<file path="src/rtl/ecg_pkg.sv">
// Shared constants and FSM state type for the ECG peak filter.
package ecg_pkg;
   localparam int DEF_DATA_W  = 8;
   localparam int DEF_NIB_W   = 4;
   localparam int DEF_HYST    = 4;
   localparam int DEF_REFRACT = 16;
   localparam int PEAK_CNT_W  = 8;

   typedef enum logic [1:0] {
      S_IDLE    = 2'd0,
      S_RISING  = 2'd1,
      S_REFRACT = 2'd2
   } peak_state_t;
endpackage

</file>
<file path="src/rtl/ecg_peak_filter_if.sv">
// Nibble load bus and filter/peak result signals of the ECG peak filter.
interface ecg_peak_filter_if
   import ecg_pkg::*;
#(
   parameter int DATA_W = DEF_DATA_W,
   parameter int NIB_W  = DEF_NIB_W
);
   logic [NIB_W-1:0]      in_data;
   logic                  in_valid;
   logic                  in_sel;
   logic                  in_last;
   logic [DATA_W-1:0]     fop;
   logic                  fop_valid;
   logic                  pass;
   logic                  peak;
   logic [DATA_W-1:0]     peak_val;
   logic [PEAK_CNT_W-1:0] peak_cnt;
   logic                  refr;

   modport master (
      output in_data, in_valid, in_sel, in_last,
      input  fop, fop_valid, pass, peak, peak_val, peak_cnt, refr
   );

   modport slave (
      input  in_data, in_valid, in_sel, in_last,
      output fop, fop_valid, pass, peak, peak_val, peak_cnt, refr
   );
endinterface

</file>
<file path="src/rtl/ecg_peak_filter_nib_loader.sv">
// Assembles MSB-first nibbles into a word; commit strobe and word are valid on the last nibble.
module nib_loader #(
   parameter int DATA_W = 8,
   parameter int NIB_W  = 4
) (
   input  logic              clk,
   input  logic              rst,
   input  logic [NIB_W-1:0]  in_data_i,
   input  logic              in_valid_i,
   input  logic              in_last_i,
   output logic [DATA_W-1:0] word_o,
   output logic              commit_o
);
   logic [DATA_W-1:0] asm_q, asm_d, shifted;

   // Oldest nibble falls off the top; cleared after commit so short words zero-extend.
   assign shifted  = (asm_q << NIB_W) | DATA_W'(in_data_i);
   assign word_o   = shifted;
   assign commit_o = in_valid_i & in_last_i;

   always_comb begin
      asm_d = asm_q;
      if (in_valid_i) begin
         asm_d = in_last_i ? '0 : shifted;
      end
   end

   always_ff @(posedge clk or negedge rst) begin
      if (!rst) asm_q <= '0;
      else      asm_q <= asm_d;
   end
endmodule

</file>
<file path="src/rtl/ecg_peak_filter.sv">
// ECG peak filter: threshold gate on committed samples, then peak detection with refractory dwell.
//   state     | meaning
//   S_IDLE    | waiting for a sample above threshold
//   S_RISING  | tracking the running maximum of a rise
//   S_REFRACT | refractory dwell after a peak, samples ignored
module ecg_peak_filter
   import ecg_pkg::*;
#(
   parameter int DATA_W  = DEF_DATA_W,
   parameter int NIB_W   = DEF_NIB_W,
   parameter int HYST    = DEF_HYST,
   parameter int REFRACT = DEF_REFRACT
) (
   input logic              clk,
   input logic              rst,
   ecg_peak_filter_if.slave bus
);
   localparam int CNT_W   = $clog2(REFRACT + 1);
   localparam int HYST_CL = (HYST > (2**DATA_W) - 1) ? (2**DATA_W) - 1 : HYST;
   localparam logic [DATA_W-1:0] HYST_V  = DATA_W'(HYST_CL);
   localparam logic [CNT_W-1:0]  REFR_V  = CNT_W'(REFRACT);
   localparam logic [CNT_W-1:0]  CNT_ONE = CNT_W'(1);

   if ((DATA_W % NIB_W) != 0 || DATA_W < 8 || DATA_W > 16) begin : g_bad_width
      $error("DATA_W must be a multiple of NIB_W within 8..16");
   end
   if (REFRACT < 1) begin : g_bad_refract
      $error("REFRACT must be at least 1");
   end

   logic [DATA_W-1:0]     word;
   logic                  commit;
   logic [DATA_W-1:0]     th_q, sample_q, samp_d1_q, fop_q;
   logic                  samp_ev_q, fop_valid_q, pass_q;
   peak_state_t           state_q, state_d;
   logic [DATA_W-1:0]     max_q, max_d, max_floor;
   logic [CNT_W-1:0]      cnt_q, cnt_d;
   logic                  confirm;
   logic                  peak_q, refr_q;
   logic [DATA_W-1:0]     peak_val_q;
   logic [PEAK_CNT_W-1:0] peak_cnt_q;

   nib_loader #(.DATA_W(DATA_W), .NIB_W(NIB_W)) u_nib_loader (
      .clk        (clk),
      .rst        (rst),
      .in_data_i  (bus.in_data),
      .in_valid_i (bus.in_valid),
      .in_last_i  (bus.in_last),
      .word_o     (word),
      .commit_o   (commit)
   );

   // Threshold gate one edge after commit; the compare sees th_q from before that edge.
   always_ff @(posedge clk or negedge rst) begin
      if (!rst) begin
         th_q        <= '0;
         sample_q    <= '0;
         samp_ev_q   <= 1'b0;
         samp_d1_q   <= '0;
         fop_q       <= '0;
         fop_valid_q <= 1'b0;
         pass_q      <= 1'b0;
      end else begin
         samp_ev_q   <= commit & ~bus.in_sel;
         if (commit && bus.in_sel)  th_q     <= word;
         if (commit && !bus.in_sel) sample_q <= word;
         fop_valid_q <= samp_ev_q;
         samp_d1_q   <= sample_q;
         if (samp_ev_q) begin
            pass_q <= (sample_q > th_q);
            if (sample_q > th_q) fop_q <= sample_q;
         end
      end
   end

   assign max_floor = (max_q > HYST_V) ? (max_q - HYST_V) : '0;

   always_comb begin
      state_d = state_q;
      max_d   = max_q;
      cnt_d   = cnt_q;
      confirm = 1'b0;
      case (state_q)
         S_IDLE: begin
            if (fop_valid_q && pass_q) begin
               max_d   = samp_d1_q;
               state_d = S_RISING;
            end
         end
         S_RISING: begin
            if (fop_valid_q) begin
               if (!pass_q || (samp_d1_q <= max_floor)) begin
                  confirm = 1'b1;
                  cnt_d   = REFR_V;
                  state_d = S_REFRACT;
               end else if (samp_d1_q > max_q) begin
                  max_d = samp_d1_q;
               end
            end
         end
         S_REFRACT: begin
            cnt_d = cnt_q - CNT_ONE;
            if (cnt_q == CNT_ONE) state_d = S_IDLE;
         end
         default: state_d = S_IDLE;
      endcase
   end

   always_ff @(posedge clk or negedge rst) begin
      if (!rst) begin
         state_q    <= S_IDLE;
         max_q      <= '0;
         cnt_q      <= '0;
         peak_q     <= 1'b0;
         peak_val_q <= '0;
         peak_cnt_q <= '0;
         refr_q     <= 1'b0;
      end else begin
         state_q <= state_d;
         max_q   <= max_d;
         cnt_q   <= cnt_d;
         peak_q  <= confirm;
         refr_q  <= (state_d == S_REFRACT);
         if (confirm) begin
            peak_val_q <= max_q;
            if (peak_cnt_q != {PEAK_CNT_W{1'b1}}) peak_cnt_q <= peak_cnt_q + 1'b1;
         end
      end
   end

   assign bus.fop       = fop_q;
   assign bus.fop_valid = fop_valid_q;
   assign bus.pass      = pass_q;
   assign bus.peak      = peak_q;
   assign bus.peak_val  = peak_val_q;
   assign bus.peak_cnt  = peak_cnt_q;
   assign bus.refr      = refr_q;
endmodule

</file>
<file path="src/flat_wrapper.sv">
// flat-port wrapper written by rule: the top's interface ports become plain ports
module ecg_peak_filter_flat import ecg_pkg::*;
#(
   parameter int DATA_W  = DEF_DATA_W,
   parameter int NIB_W   = DEF_NIB_W,
   parameter int HYST    = DEF_HYST,
   parameter int REFRACT = DEF_REFRACT
)
  (clk, rst, bus_in_data, bus_in_valid, bus_in_sel, bus_in_last, bus_fop, bus_fop_valid, bus_pass, bus_peak, bus_peak_val, bus_peak_cnt, bus_refr);
  ecg_peak_filter_if #(.DATA_W(DATA_W), .NIB_W(NIB_W)) bus_i ();
  input logic clk;
  input logic rst;
  input wire logic [$bits(bus_i.in_data)-1:0] bus_in_data;
  input wire logic [$bits(bus_i.in_valid)-1:0] bus_in_valid;
  input wire logic [$bits(bus_i.in_sel)-1:0] bus_in_sel;
  input wire logic [$bits(bus_i.in_last)-1:0] bus_in_last;
  output wire logic [$bits(bus_i.fop)-1:0] bus_fop;
  output wire logic [$bits(bus_i.fop_valid)-1:0] bus_fop_valid;
  output wire logic [$bits(bus_i.pass)-1:0] bus_pass;
  output wire logic [$bits(bus_i.peak)-1:0] bus_peak;
  output wire logic [$bits(bus_i.peak_val)-1:0] bus_peak_val;
  output wire logic [$bits(bus_i.peak_cnt)-1:0] bus_peak_cnt;
  output wire logic [$bits(bus_i.refr)-1:0] bus_refr;
  assign bus_i.in_data = bus_in_data;
  assign bus_i.in_valid = bus_in_valid;
  assign bus_i.in_sel = bus_in_sel;
  assign bus_i.in_last = bus_in_last;
  assign bus_fop = bus_i.fop;
  assign bus_fop_valid = bus_i.fop_valid;
  assign bus_pass = bus_i.pass;
  assign bus_peak = bus_i.peak;
  assign bus_peak_val = bus_i.peak_val;
  assign bus_peak_cnt = bus_i.peak_cnt;
  assign bus_refr = bus_i.refr;
  ecg_peak_filter #(.DATA_W(DATA_W), .NIB_W(NIB_W), .HYST(HYST), .REFRACT(REFRACT)) u_core (.clk(clk), .rst(rst), .bus(bus_i));
endmodule
</file>
<file path="config.mk">
export PLATFORM = sky130hd
export DESIGN_NAME = ecg_peak_filter_flat
export DESIGN_NICKNAME = d
export VERILOG_FILES = /design/src/rtl/ecg_pkg.sv /design/src/rtl/ecg_peak_filter_if.sv /design/src/rtl/ecg_peak_filter_nib_loader.sv /design/src/rtl/ecg_peak_filter.sv /design/src/flat_wrapper.sv
export SDC_FILE = /design/constraint.sdc
export NUM_CORES = 1
export LEC_CHECK = 0
export BUFFER_PORTS_ARGS = -buffer_cell sky130_fd_sc_hd__clkbuf_2
export CAP_MARGIN = 5
export CELL_PAD_IN_SITES_DETAIL_PLACEMENT = 1
export CELL_PAD_IN_SITES_GLOBAL_PLACEMENT = 2
export CORE_MARGIN = 5
export CORE_UTILIZATION = 37
export CTS_BUF_LIST = sky130_fd_sc_hd__clkbuf_8
export DETAILED_ROUTE_END_ITERATION = 7
export PLACE_DENSITY_LB_ADDON = 0.1
export SYNTH_ARGS = -nofsm -noshare
export SYNTH_HDL_FRONTEND = slang
export SYNTH_SLANG_ARGS = --single-unit
</file>
<file path="constraint.sdc">
create_clock -name clk -period 2.7 [get_ports clk]
set_input_delay 0.675 -clock clk [delete_from_list [all_inputs] [get_ports clk]]
set_output_delay 0.675 -clock clk [all_outputs]
set_load 0.03 [all_outputs]
</file>
==> metrics.log <==
[metrics] cell at the root of the clock tree: sky130_fd_sc_hd__clkbuf_8
[metrics] actual slew at the worst max-slew pin: 538.3 ps
[metrics] largest fanout on the critical path: 8
[metrics] Core Area: 9639 um2
[metrics] length of the first detailed-routing pass in iterations: 4
[metrics] cell-by-cell listing of the critical path: inv_2, ha_4, a21oi_2, or3_4, and2_4, ha_4, nand4_1, o21a_1, o211ai_2, buf_4, and4_1, buf_6, and4_1, xor2_1
[metrics] DPL Wire Length: 6019 um
[metrics] launching point of the worst reg2reg path: u_core.max_q[3]
[metrics] maximum buffer depth of the clock tree: 2
[metrics] register clock-pin slew on the reported worst setup and hold paths: 80 ps
[metrics] sequential cell area fraction in the yosys report: 0.4990
[metrics] finished layout cell area: 4638 um2
[metrics] Global Route Usage Sum: 0.1545
[metrics] share of synthesized flip-flops with an asynchronous set or reset: 1.000
[metrics] crit path setup slack, layout: -128.2 ps
[metrics] Routed Wire Length: 8329 um
[metrics] TritonCTS sink count: 72
[metrics] max-cap violations: 0
[metrics] sum of overflow across all layers after global routing: 0
[metrics] setup repair after global routing missed its margin: yes
[metrics] clock tree from TritonCTS: done
[metrics] number of antenna violations at the first check in global routing: 0
[metrics] worst path buffer plus inverter count: 3
[metrics] CP delay by family, top: simple AND/OR/NAND/NOR gates
[metrics] critical path type: flop to flop
[metrics] number of nets with antenna violations after detailed routing: 0
[metrics] average wire per cell in the routed design: 15.51 um
[metrics] Worst-Skew Late Latency: 350 ps
[metrics] Post-route DRC: 0
[metrics] Port Buffer Count: 36
[metrics] mean post-synth cell area: 11.18 um2
[metrics] largest clock skew in the final design: 11.71 ps
[metrics] worst relative slew slack: 0.6411
[metrics] most common flop cell mapped by yosys: sky130_fd_sc_hd__dfrtp_1
[metrics] Worst R2R End: u_core.bus.peak_cnt[4]
[metrics] failing checks: setup timing
[metrics] die span in x: 108.8 um
[metrics] diode count: 0
[metrics] number of synthesized register bits: 72
[metrics] path class of the lowest-slack min-delay path: input pin to asynchronous set/reset pin
[metrics] power density of the placed cells: 1126 nW/um2
[metrics] initial cell density of the core: 0.3746
[metrics] final-report max-slew violation count: 0
[metrics] # nets final: 441
[metrics] multi-input gate area in the final layout: 1848 um2
[metrics] Cell Area, Synth: 3611 um2
[metrics] worst reg2reg setup slack: -130 ps
[metrics] maximum number of pins on one net before global-route repair: 40
[metrics] post-detailed-placement cell area: 4141 um2
[metrics] post-synthesis cell type count: 45
[metrics] run status: complete, but fails checks
[metrics] Final min period: 2828 ps
[metrics] number of DRC markers in iteration 0: 55
[metrics] Post-Synthesis Cells: 323
[metrics] Seq. cell area: 1803 um2
[metrics] number of global-route vias before repair: 2,863
[metrics] largest incremental delay on the critical path: 430 ps
[metrics] synthesis-to-layout area growth: 28.45%
[metrics] standard-cell row count: 36
[metrics] cell at the slowest stage of the critical path: sky130_fd_sc_hd__dfrtp_1
[metrics] worst hold margin: 302.4 ps
[metrics] Static Leak: 2.280 nW
[metrics] Clock H-tree levels: 3
[metrics] Warnings, synthesis: 0
[metrics] Critical Path Start Type: flop
[metrics] number of cells on the worst reg-to-reg path: 14
[metrics] Ports: 37
[metrics] Net Count, Synth: 365
[metrics] Vert. Die Dim: 108.8 um
[metrics] wire length of the first global-routing pass: 14,020 um
[metrics] number of hold violations in the final report: 0
[metrics] crit share post-route: 1.047
[metrics] number of synthesized flops with an enable pin: 0
[metrics] RePlAce Congestion: 0.7475
[metrics] post-route total power: 5.223 mW
[metrics] maximum operating frequency: 0.3536 GHz
[metrics] Arr. time, crit path: 3110 ps
[metrics] share of post-route cells with drive strength above 1: 0.3515
[metrics] Post-Place Worst Slack: -300.2 ps
[metrics] fill cell instance count of the final layout: 1,090
[metrics] final setup violating endpoints: 25
[metrics] maximum ir drop on the vdd rail: 0.3846 mV
[metrics] crit end category: flop
[metrics] Die ar.: 11,840 um2
[metrics] Num CTS Buffers: 9
[metrics] data required time of the critical path: 2980 ps
[metrics] via/cell ratio: 4.901
[metrics] Vias: 2,632
[cell families (layout without fill, tap and decap cells)]
| kind of cell | Yosys count | count (layout) | synth area share |
|---|---|---|---|
| compound gates | 56 | 56 | 0.1022 |
| buf+inv | 40 | 121 | 0.04435 |
| xor+xnor | 9 | 9 | 0.02183 |
| flops | 72 | 72 | 0.4990 |
| mux | 29 | 29 | 0.09875 |
| simple gates | 84 | 84 | 0.1195 |
| fa+ha+maj | 33 | 33 | 0.1143 |
[cell type report]
type | instances | area share
multi-input combinational | 211 | 0.3984
sequential | 72 | 0.3887
timing repair buffer | 73 | 0.1036
tap | 133 | 0.03588
clock buffer | 10 | 0.02967
inverter | 32 | 0.02590
clock inverter | 6 | 0.01780
[how the worst max path moves through the flow]
| stage | start | to | slack [ps] | cells after the start |
|---|---|---|---|---|
| after floorplan | u_core.max_q[2] | u_core.max_q[0] | 10 | 13 |
| after global placement | u_core.max_q[3] | u_core.max_q[7] | -180 | 12 |
| after detailed placement | u_core.max_q[3] | u_core.max_q[7] | -300 | 12 |
| after CTS | u_core.max_q[2] | u_core.bus.peak_cnt[4] | -130 | 14 |
| after global routing | u_core.max_q[2] | u_core.bus.peak_cnt[4] | -260 | 13 |
| final | u_core.max_q[3] | u_core.bus.peak_cnt[4] | -130 | 14 |
[cells in the mapped netlist, types with 3 or more instances]
cell type	instances	area, um2
sky130_fd_sc_hd__nand3b_1	7	52.55
sky130_fd_sc_hd__nand4_1	9	56.30
sky130_fd_sc_hd__mux2_1	16	180.2
sky130_fd_sc_hd__nor2b_1	4	25.02
sky130_fd_sc_hd__nand2_1	31	116.4
sky130_fd_sc_hd__inv_1	32	120.1
sky130_fd_sc_hd__nand2b_1	3	18.77
sky130_fd_sc_hd__clkbuf_1	5	18.77
sky130_fd_sc_hd__o211ai_1	3	22.52
sky130_fd_sc_hd__mux2_2	5	56.30
sky130_fd_sc_hd__o211ai_2	3	37.54
sky130_fd_sc_hd__nand3_1	7	35.03
sky130_fd_sc_hd__a21oi_1	12	60.06
sky130_fd_sc_hd__and3_1	3	18.77
sky130_fd_sc_hd__o21ai_1	4	20.02
sky130_fd_sc_hd__o21ai_0	18	90.09
sky130_fd_sc_hd__xnor2_1	7	61.31
sky130_fd_sc_hd__mux2_4	8	120.1
sky130_fd_sc_hd__dfrtp_1	72	1802
sky130_fd_sc_hd__ha_1	33	412.9
sky130_fd_sc_hd__nor2_1	9	33.78
[routing by layer]
layer | routed length [um] | up-vias | track usage
li1 | - | 1271 | -
met1 | 3860 | 1316 | 0.1942
met2 | 4092 | 30 | 0.2604
met3 | 183 | 15 | 0.02546
met4 | 193 | 0 | 0.07033
met5 | 0 | - | 0
[registers in the layout (all words and copies together), names as in the netlist, 5 cells and up]
register / flops
u_core.bus.fop: 8
u_core.bus.peak_cnt: 8
u_core.bus.peak_val: 8
u_core.cnt_q: 5
u_core.max_q: 8
u_core.samp_d1_q: 8
u_core.sample_q: 8
u_core.th_q: 8
[placed cells by master, fill, tap and decap left out, types with 2 or more instances in the layout]
| cell type | instances |
|---|---|
| sky130_fd_sc_hd__bufinv_16 | 2 |
| sky130_fd_sc_hd__a21oi_1 | 7 |
| sky130_fd_sc_hd__a21oi_4 | 2 |
| sky130_fd_sc_hd__a21oi_2 | 4 |
| sky130_fd_sc_hd__and4_1 | 2 |
| sky130_fd_sc_hd__mux2_2 | 5 |
| sky130_fd_sc_hd__o21ai_0 | 16 |
| sky130_fd_sc_hd__nand3_1 | 7 |
| sky130_fd_sc_hd__clkbuf_2 | 35 |
| sky130_fd_sc_hd__ha_1 | 28 |
| sky130_fd_sc_hd__clkinv_2 | 3 |
| sky130_fd_sc_hd__o21a_1 | 2 |
| sky130_fd_sc_hd__inv_1 | 30 |
| sky130_fd_sc_hd__inv_2 | 2 |
| sky130_fd_sc_hd__nand2b_1 | 2 |
| sky130_fd_sc_hd__nand2_2 | 3 |
| sky130_fd_sc_hd__clkbuf_8 | 10 |
| sky130_fd_sc_hd__nand2_1 | 28 |
| sky130_fd_sc_hd__buf_6 | 2 |
| sky130_fd_sc_hd__ha_4 | 5 |
| sky130_fd_sc_hd__o211ai_2 | 3 |
| sky130_fd_sc_hd__nand4_1 | 9 |
| sky130_fd_sc_hd__nor2_1 | 7 |
| sky130_fd_sc_hd__o21ai_1 | 5 |
| sky130_fd_sc_hd__and3_1 | 3 |
| sky130_fd_sc_hd__buf_4 | 35 |
| sky130_fd_sc_hd__and2_4 | 2 |
| sky130_fd_sc_hd__xor2_1 | 2 |
| sky130_fd_sc_hd__nand3b_1 | 7 |
| sky130_fd_sc_hd__o211ai_1 | 3 |
| sky130_fd_sc_hd__mux2_1 | 12 |
| sky130_fd_sc_hd__dfrtp_1 | 71 |
| sky130_fd_sc_hd__xnor2_1 | 6 |
| sky130_fd_sc_hd__nor2_2 | 2 |
| sky130_fd_sc_hd__nor2b_1 | 3 |
| sky130_fd_sc_hd__mux2_4 | 12 |
[repair_timing]
| action | in CTS | in global routing |
|---|---|---|
| hold buffers | 0 | 0 |
| buffers inserted | 8 | 5 |
| pin swaps | 6 | 11 |
| endpoints found under the setup margin | 30 | 31 |
| gates resized for setup | 26 | 13 |
[where the power goes]
part | internal, mW | total [mW] | switching (mW)
registers | 1.34 | 1.55 | 0.209
clock network | 0.541 | 0.966 | 0.426
logic | 1.28 | 2.70 | 1.42
total | 3.16 | 5.22 | 2.06
[through the flow]
| stage | cells | setup TNS (ps) | utilization |
|---|---|---|---|
| floorplan | 323 | 0 | - |
| global placement | 509 | -2245 | 0.4296 |
| detailed placement | 509 | -5307 | 0.4296 |
| CTS | 533 | -2049 | 0.4720 |
| global route | 537 | -5405 | 0.4812 |
| finish | 537 | -1944 | 0.4812 |
(Power assumes the default switching activity.)
